==> src/rtl/period_meter_pkg.sv <==
// Shared definitions for the period meter: FSM state encoding and the
// default widths that line up with the divider counters.
package period_meter_pkg;

  typedef enum logic [0:0] {
    ST_IDLE = 1'b0,
    ST_MEAS = 1'b1
  } state_t;

  localparam int DEF_CNT_W   = 28;
  localparam int DEF_TIMEOUT = 2**27;

endpackage

==> src/rtl/sync_edge_detect.sv <==
// Multi-flop synchronizer followed by a history flop; emits the synchronized
// level and single-cycle rise/fall pulses.
module sync_edge_detect
  import period_meter_pkg::*;
#(
  parameter int SYNC_STAGES = 2
) (
  input  logic clk,
  input  logic reset,
  input  logic sig_in,
  output logic level,
  output logic rise,
  output logic fall
);

  logic [SYNC_STAGES-1:0] chain;
  logic                   hist;

  always_ff @(posedge clk) begin
    if (reset) begin
      chain <= '0;
      hist  <= 1'b0;
    end else begin
      chain <= {chain[SYNC_STAGES-2:0], sig_in};
      hist  <= chain[SYNC_STAGES-1];
    end
  end

  assign level = chain[SYNC_STAGES-1];
  assign rise  = level & ~hist;
  assign fall  = ~level & hist;

endmodule

==> src/rtl/period_meter.sv <==
// Measures period and high time of a slow signal in clk cycles, with a
// timeout when no rising edge arrives for TIMEOUT cycles.
module period_meter
  import period_meter_pkg::*;
#(
  parameter int CNT_W       = DEF_CNT_W,
  parameter int SYNC_STAGES = 2,
  parameter int TIMEOUT     = DEF_TIMEOUT
) (
  input  logic             clk,
  input  logic             reset,
  input  logic             sig_in,
  output logic [CNT_W-1:0] period,
  output logic [CNT_W-1:0] high_time,
  output logic             valid,
  output logic             timeout,
  output logic             locked
);

  localparam logic [CNT_W-1:0] TO_VAL = CNT_W'(TIMEOUT);

  logic             level;
  logic             rise;
  logic             fall;
  logic [CNT_W-1:0] cnt;
  logic             cnt_at_to;
  logic [CNT_W-1:0] hi_cap;
  logic [CNT_W-1:0] hi_cap_nx;
  logic [CNT_W-1:0] period_nx;
  logic [CNT_W-1:0] high_time_nx;
  logic             valid_nx;
  logic             timeout_nx;
  logic             locked_nx;
  state_t           state;
  state_t           state_nx;

  sync_edge_detect #(.SYNC_STAGES(SYNC_STAGES)) u_sync (
    .clk    (clk),
    .reset  (reset),
    .sig_in (sig_in),
    .level  (level),
    .rise   (rise),
    .fall   (fall)
  );

  assign cnt_at_to = (cnt == TO_VAL);

  // Cycle counter: restarts at 1 on every rise so it equals the rise-to-rise distance.
  always_ff @(posedge clk) begin
    if (reset) begin
      cnt <= '0;
    end else if (rise) begin
      cnt <= CNT_W'(1);
    end else if (cnt_at_to) begin
      cnt <= cnt;
    end else begin
      cnt <= cnt + CNT_W'(1);
    end
  end

  // Next-state and next-output decode; a rise always takes priority over timeout.
  always_comb begin
    state_nx     = state;
    hi_cap_nx    = hi_cap;
    period_nx    = period;
    high_time_nx = high_time;
    valid_nx     = 1'b0;
    timeout_nx   = timeout;
    locked_nx    = locked;
    case (state)
      ST_IDLE: begin
        if (rise) begin
          state_nx   = ST_MEAS;
          timeout_nx = 1'b0;
        end else if (cnt_at_to) begin
          timeout_nx = 1'b1;
        end else begin
          state_nx = ST_IDLE;
        end
      end
      ST_MEAS: begin
        if (rise) begin
          period_nx    = cnt;
          high_time_nx = hi_cap;
          valid_nx     = 1'b1;
          locked_nx    = 1'b1;
          timeout_nx   = 1'b0;
        end else if (cnt_at_to) begin
          timeout_nx = 1'b1;
          locked_nx  = 1'b0;
          state_nx   = ST_IDLE;
        end else if (fall) begin
          hi_cap_nx = cnt;
        end else begin
          state_nx = ST_MEAS;
        end
      end
      default: begin
        state_nx = ST_IDLE;
      end
    endcase
  end

  // State and registered outputs.
  always_ff @(posedge clk) begin
    if (reset) begin
      state     <= ST_IDLE;
      hi_cap    <= '0;
      period    <= '0;
      high_time <= '0;
      valid     <= 1'b0;
      timeout   <= 1'b0;
      locked    <= 1'b0;
    end else begin
      state     <= state_nx;
      hi_cap    <= hi_cap_nx;
      period    <= period_nx;
      high_time <= high_time_nx;
      valid     <= valid_nx;
      timeout   <= timeout_nx;
      locked    <= locked_nx;
    end
  end

endmodule

==> config.mk <==
export PLATFORM = sky130hd
export DESIGN_NAME = period_meter
export DESIGN_NICKNAME = d
export VERILOG_FILES = /design/src/rtl/period_meter_pkg.sv /design/src/rtl/sync_edge_detect.sv /design/src/rtl/period_meter.sv
export SDC_FILE = /design/constraint.sdc
export NUM_CORES = 1
export LEC_CHECK = 0
export ABC_AREA = 1
export BUFFER_PORTS_ARGS = -buffer_cell sky130_fd_sc_hd__buf_2
export CORE_ASPECT_RATIO = 1.2
export CORE_UTILIZATION = 45
export CTS_BUF_LIST = sky130_fd_sc_hd__clkbuf_16
export DETAILED_ROUTE_END_ITERATION = 7
export GPL_TIMING_DRIVEN = 0
export PLACE_DENSITY = 0.68
export SYNTH_ARGS = -nofsm -noshare
export SYNTH_HDL_FRONTEND = slang
export SYNTH_SLANG_ARGS = --single-unit
==> constraint.sdc <==
create_clock -name clk -period 5.09 [get_ports clk]
set_clock_uncertainty 0.1 [all_clocks]
set_input_delay 1.018 -clock clk [delete_from_list [all_inputs] [get_ports clk]]
set_output_delay 1.018 -clock clk [all_outputs]
set_load 0.02 [all_outputs]
==> results.yml, run 1 <==
clock_tree:
  clockRootBuffer: "clkbuf_16"
  clk_pin_slew_ns: 0.06
  clock_sinks: 119
  cts_buffer_depth: 2
  post_cts.repair.setup_buffers: 0
  cts-resized-gates: 0
  cts-hold-fix-buffers: 0
  cts_buffers: 17
  htreeDepth: 4
  clk_latency_ns: 0.41
  cts_tree: "yes"
timing:
  min_period_ns: 2.23
  period_share: 0.437
  setup_viol: 0
  tightestPinTransition_ns: 0.732
  finalSetupTns_ns: 0
  rsz0062_at_grt: "no"
  maxSlewHeadroom: 0.511
  hold_viol_final: 0
  maxSlewViolCount: 0
  hold_ws_ns: 0.313
  max_freq_mhz: 449
  finalWorstSetupSlack_ns: 2.86
finish:
  final_nets: 853
  fin_util: 0.562
  num_antenna_cells: 0
  drive_gt1_frac: 0.132
  synthToLayoutAreaGrowth_pct: 20.4
  stdcell_area_mm2: 0.00629
  fillers: 1115
  fin_cells: 1015
synth:
  synth_edf_count: 0
  synth.most_common_cell: "nand2_1"
  synthArstFlopShare: 0
  yosysTopAreaCell: "dfxtp_1"
  synth_seq_area_share: 0.456
  synthTopCellsByArea: "dfxtp_1 46%, nand2_1 14%, a21oi_1 8.0%"
  syn_nets: 773
  synthTopCellsByCount: "201 x nand2_1, 119 x dfxtp_1, 99 x inv_1"
  syn_avg_cell_area_um2: 6.81
  syn_inst: 768
  dominantRegCellSynth: "dfxtp_1"
  synth_top_area_frac: 0.456
  ys_warn_count: 0
  ys_ff_latch: 119
  yosysUniqueCellTypes: 21
  syn-cell-area_mm2: 0.00523
run:
  cap_violations: 0
place:
  gp_congestion: 0.912
  port_buffers: 61
  placed_cells_incl_taps: 983
  dp_hpwl_mm: 11.8
  dp_slack_ns: 2.54
  placed_area_mm2: 0.00573
min_path:
  min_path_type: "register to register"
  holdPathEnd: "u_sync.chain[1]$_SDFF_PP0_"
  hold_depth: 2
  min_from: "u_sync.chain[0]$_SDFF_PP0_"
routing:
  wirelength_mm: 15.5
  ant_nets: 0
  drt_pre_antenna_iters: 5
  detailroute.via_count: 5123
  wl_per_cell_um: 15.2
  drtIter0Drc: 278
  drc: 0
  vias_per_cell: 5.05
worst_setup_path:
  end_kind: "register"
  rr_endpoint: "cnt[14]$_SDFFE_PP0P_"
  r2r_slack_ns: 2.86
  cp-start-kind: "register"
  crit_type: "register to register"
  arrival_ns: 2.40
  r2r_start: "cnt[0]$_SDFFE_PP0P_"
  cp.required_ns: 5.26
  path_max_fanout: 6
  reg2reg_depth: 8
power_and_ir_drop:
  share_seq_of_total_power: 0.435
  switching_share: 0.230
  cellPowerDensity_mw_per_mm2: 344
  power_frac_comb: 0.035
  p_leak_nw: 2.56
  clockPowerShare: 0.530
  p_sw_mw: 0.497
  finalPower_mw: 2.16
  vdd_ir_drop_max_v: 0.000184
  p_int_mw: 1.67
global_routing:
  grt_start_max_net_pins: 17
  grt_pass1_vias: 4818
  grt_usage: 0.270
  grt-ovfl-total: 0
  antenna_found_initial: 0
  grt_pass1_wl_mm: 24.7
die:
  rows: 42
  die_area_mm2: 0.0121
  start_util: 0.467
  die-height_um: 120
  dieWidth_um: 100
  core_area_mm2: 0.0112
  ios: 62
run_status:
  status: "completed"
==> area by class of cell <==
class	instances	area, um2	area share
sequential	119	2380	0.379
inverter	102	383	0.0608
multi-input combinational	505	2270	0.361
clock inverter	15	141	0.0225
timing repair buffer	61	305	0.0485
buffer	42	190	0.0302
clock buffer	17	425	0.0676
tap	154	193	0.0306
==> critical path, stage by stage (launching register included) <==
cell     delay, ns
dfxtp_1       0.52
ha_1          0.32
nand2_1       0.10
nor2_1        0.29
inv_1         0.20
nor2_4        0.21
inv_1         0.11
o21ai_0       0.15
a21oi_1       0.08
==> registers in the layout, summed over array words and instances (netlist names), 2 cells and up <==
| register | count |
|---|---|
| cnt | 28 |
| hi_cap | 28 |
| high_time | 28 |
| period | 28 |
| u_sync.chain | 2 |
==> placed cells by master, fill, tap and decap left out, drive strengths merged <==
cell / n
nand3: 75
nor2: 81
o21ai: 10
nor3: 11
ha: 2
nand4: 38
nand2: 202
bufinv: 2
o22ai: 1
clkinv: 8
clkbuf: 36
nor4: 1
buf: 84
dfxtp: 119
clkinvlp: 2
a21oi: 84
inv: 105
==> per-layer routing <==
metal	wire (um)	track usage	share of wire	vias up
met2	8020	0.485	0.52	126
met5	0	0	0	-
met1	6760	0.327	0.44	2355
li1	-	-	-	2625
met3	520	0.0460	0.034	17
met4	164	0.0770	0.011	0
==> worst max-delay path by stage <==
stage                        startpoint                      end  slack (ns)  cells after the start
floorplan                         reset  hi_cap[17]$_SDFFE_PP0P_        3.00                      6
global placement                  reset  hi_cap[18]$_SDFFE_PP0P_        2.54                      7
detailed placement                reset  hi_cap[18]$_SDFFE_PP0P_        2.54                      7
CTS                 cnt[0]$_SDFFE_PP0P_     cnt[14]$_SDFFE_PP0P_        2.91                      8
global route        cnt[0]$_SDFFE_PP0P_     cnt[14]$_SDFFE_PP0P_        2.72                      8
finish              cnt[0]$_SDFFE_PP0P_     cnt[14]$_SDFFE_PP0P_        2.86                      8
==> logic make-up (layout without fill, tap and decap cells) <==
| family | count (synthesis) | count (layout) | share of synthesized area |
|---|---|---|---|
| compound gates | 95 | 95 | 0.0912 |
| fa+ha+maj | 2 | 2 | 0.00479 |
| buf+inv | 144 | 237 | 0.110 |
| flops | 119 | 119 | 0.456 |
| simple gates | 408 | 408 | 0.339 |
==> power by group through the flow <==
| stage | clock, mW | combinational, mW | sequential [mW] |
|---|---|---|---|
| finish | 1.15 | 0.0749 | 0.943 |
| global route | 1.21 | 0.0850 | 0.942 |
| CTS | 1.16 | 0.0751 | 0.942 |
| detailed placement | 0 | 0.0746 | 0.962 |
| global placement | 0 | 0.0734 | 0.962 |
| floorplan | 0 | 0.0527 | 0.960 |
Power figures use the tool's default switching activity.
==> run 2, diff against run 1 <==
==> constraint.sdc (replaced) <==
create_clock -name clk -period 2.1 [get_ports clk]
set_clock_uncertainty 0.1 [all_clocks]
set_input_delay 0.42 -clock clk [delete_from_list [all_inputs] [get_ports clk]]
set_output_delay 0.42 -clock clk [all_outputs]
set_load 0.02 [all_outputs]
==> run 2 against run 1 <==
Compared with the run above: combinational power is 140% higher; total power up 140%; final cell count unchanged.
==> results.yml, run 2 (same netlist as run 1, synthesis figures left out) <==
run_status:
  status: "completed"
timing:
  period_share: 0.920
  hold_viol_final: 0
  finalSetupTns_ns: 0
  tightestPinTransition_ns: 0.722
  min_period_ns: 1.93
  finalWorstSetupSlack_ns: 0.168
  maxSlewViolCount: 0
  maxSlewHeadroom: 0.517
  rsz0062_at_grt: "no"
  setup_viol: 0
  max_freq_mhz: 518
power_and_ir_drop:
  vdd_ir_drop_max_v: 0.000448
  p_leak_nw: 2.57
  p_sw_mw: 1.21
  switching_share: 0.230
  power_frac_comb: 0.035
  p_int_mw: 4.04
  clockPowerShare: 0.530
  finalPower_mw: 5.25
  cellPowerDensity_mw_per_mm2: 832
  share_seq_of_total_power: 0.435
clock_tree:
  post_cts.repair.setup_buffers: 0
  cts_tree: "yes"
  clock_sinks: 119
  cts_buffer_depth: 2
  cts_buffers: 17
  clk_pin_slew_ns: 0.06
  clockRootBuffer: "clkbuf_16"
  htreeDepth: 4
  clk_latency_ns: 0.41
place:
  dp_slack_ns: -0.0464
  gp_congestion: 0.912
  placed_cells_incl_taps: 983
  placed_area_mm2: 0.00573
  dp_hpwl_mm: 11.8
  port_buffers: 61
finish:
  fin_cells: 1015
  layout_common_cells: "201 x nand2_1, 117 x dfxtp_1, 102 x inv_1"
  final_common_cell: "nand2_1"
  drive_gt1_frac: 0.142
  num_antenna_cells: 0
  synthToLayoutAreaGrowth_pct: 20.7
  stdcell_area_mm2: 0.00631
  fillers: 1110
  final_nets: 853
die:
  ios: 62
  rows: 42
  start_util: 0.467
  core_area_mm2: 0.0112
  die_area_mm2: 0.0121
  dieWidth_um: 100
  die-height_um: 120
routing:
  drc: 0
  drtIter0Drc: 282
  wl_per_cell_um: 15.2
  detailroute.via_count: 5123
  vias_per_cell: 5.05
  wirelength_mm: 15.4
  drt_pre_antenna_iters: 5
  ant_nets: 0
worst_setup_path:
  end_kind: "register"
  crit_type: "register to register"
  rr_endpoint: "cnt[14]$_SDFFE_PP0P_"
  cp.required_ns: 2.29
  cp-startpoint: "cnt[0]$_SDFFE_PP0P_"
  r2r_slack_ns: 0.17
  r2r_start: "cnt[0]$_SDFFE_PP0P_"
  path_max_fanout: 6
  arrival_ns: 2.12
  reg2reg_depth: 8
  crit_path_end: "cnt[14]$_SDFFE_PP0P_"
  cp-start-kind: "register"
global_routing:
  grt_pass1_vias: 4818
  grt-ovfl-total: 0
  grt_pass1_wl_mm: 24.7
  grt_start_max_net_pins: 17
  antenna_found_initial: 0
  grt_usage: 0.270
run:
  cap_violations: 0
min_path:
  min_path_type: "primary input to register"
run 2: stage by stage:
| step | hold slack (ns) | util |
|---|---|---|
| floorplan | 0.288 | - |
| global placement | 0.295 | 0.512 |
| detailed placement | 0.306 | 0.512 |
| CTS | 0.102 | 0.563 |
| global route | 0.115 | 0.564 |
| finish | 0.110 | 0.564 |
run 2: worst min path at each step:
| stage | startpoint | endpoint | slack, ns | cells after the start |
|---|---|---|---|---|
| 2_1_floorplan | u_sync.chain[0]$_SDFF_PP0_ | u_sync.chain[1]$_SDFF_PP0_ | 0.29 | 2 |
| 3_3_place_gp | u_sync.chain[0]$_SDFF_PP0_ | u_sync.chain[1]$_SDFF_PP0_ | 0.30 | 2 |
| 3_5_place_dp | u_sync.chain[0]$_SDFF_PP0_ | u_sync.chain[1]$_SDFF_PP0_ | 0.31 | 2 |
| 4_1_cts | sig_in | u_sync.chain[0]$_SDFF_PP0_ | 0.10 | 3 |
| 5_1_grt | sig_in | u_sync.chain[0]$_SDFF_PP0_ | 0.12 | 3 |
| 6_report | sig_in | u_sync.chain[0]$_SDFF_PP0_ | 0.11 | 3 |
run 2: cell type report:
cell class / instances / area [um2] / area share
clock inverters: 15 / 141 / 0.0224
repair buffers: 61 / 305 / 0.0484
flip-flops and latches: 119 / 2380 / 0.378
clock buffers: 17 / 425 / 0.0674
inverters: 102 / 383 / 0.0607
well taps: 154 / 193 / 0.0305
multi-input cells: 505 / 2290 / 0.362
plain buffers: 42 / 193 / 0.0305
run 2: worst max-delay path, cell delays in order, from the launching register on:
cell and delay (ns):
dfxtp_2 0.42, ha_2 0.26, nand2_1 0.09, nor2_2 0.21
inv_1 0.16, nor2_4 0.21, inv_1 0.11, o21ai_0 0.16
a21oi_1 0.08
run 2: per-layer routing:
metal / share of wire / global-route usage / vias to the layer above
li1: - / - / 2628
met1: 0.44 / 0.327 / 2342
met2: 0.51 / 0.485 / 134
met3: 0.037 / 0.0460 / 19
met4: 0.016 / 0.0770 / 0
met5: 0 / 0 / -
run 2: power groups by stage:
stage,clock network (mW),logic (mW),registers [mW]
CTS,2.82,0.183,2.28
detailed placement,0,0.181,2.33
global route,2.93,0.207,2.28
finish,2.78,0.183,2.29
global placement,0,0.178,2.33
floorplan,0,0.128,2.33
run 2: repair_timing:
action	CTS	global route
hold buffers	0	0
resized for setup	3	5
setup endpoints to repair	21	21
pin swaps	0	0
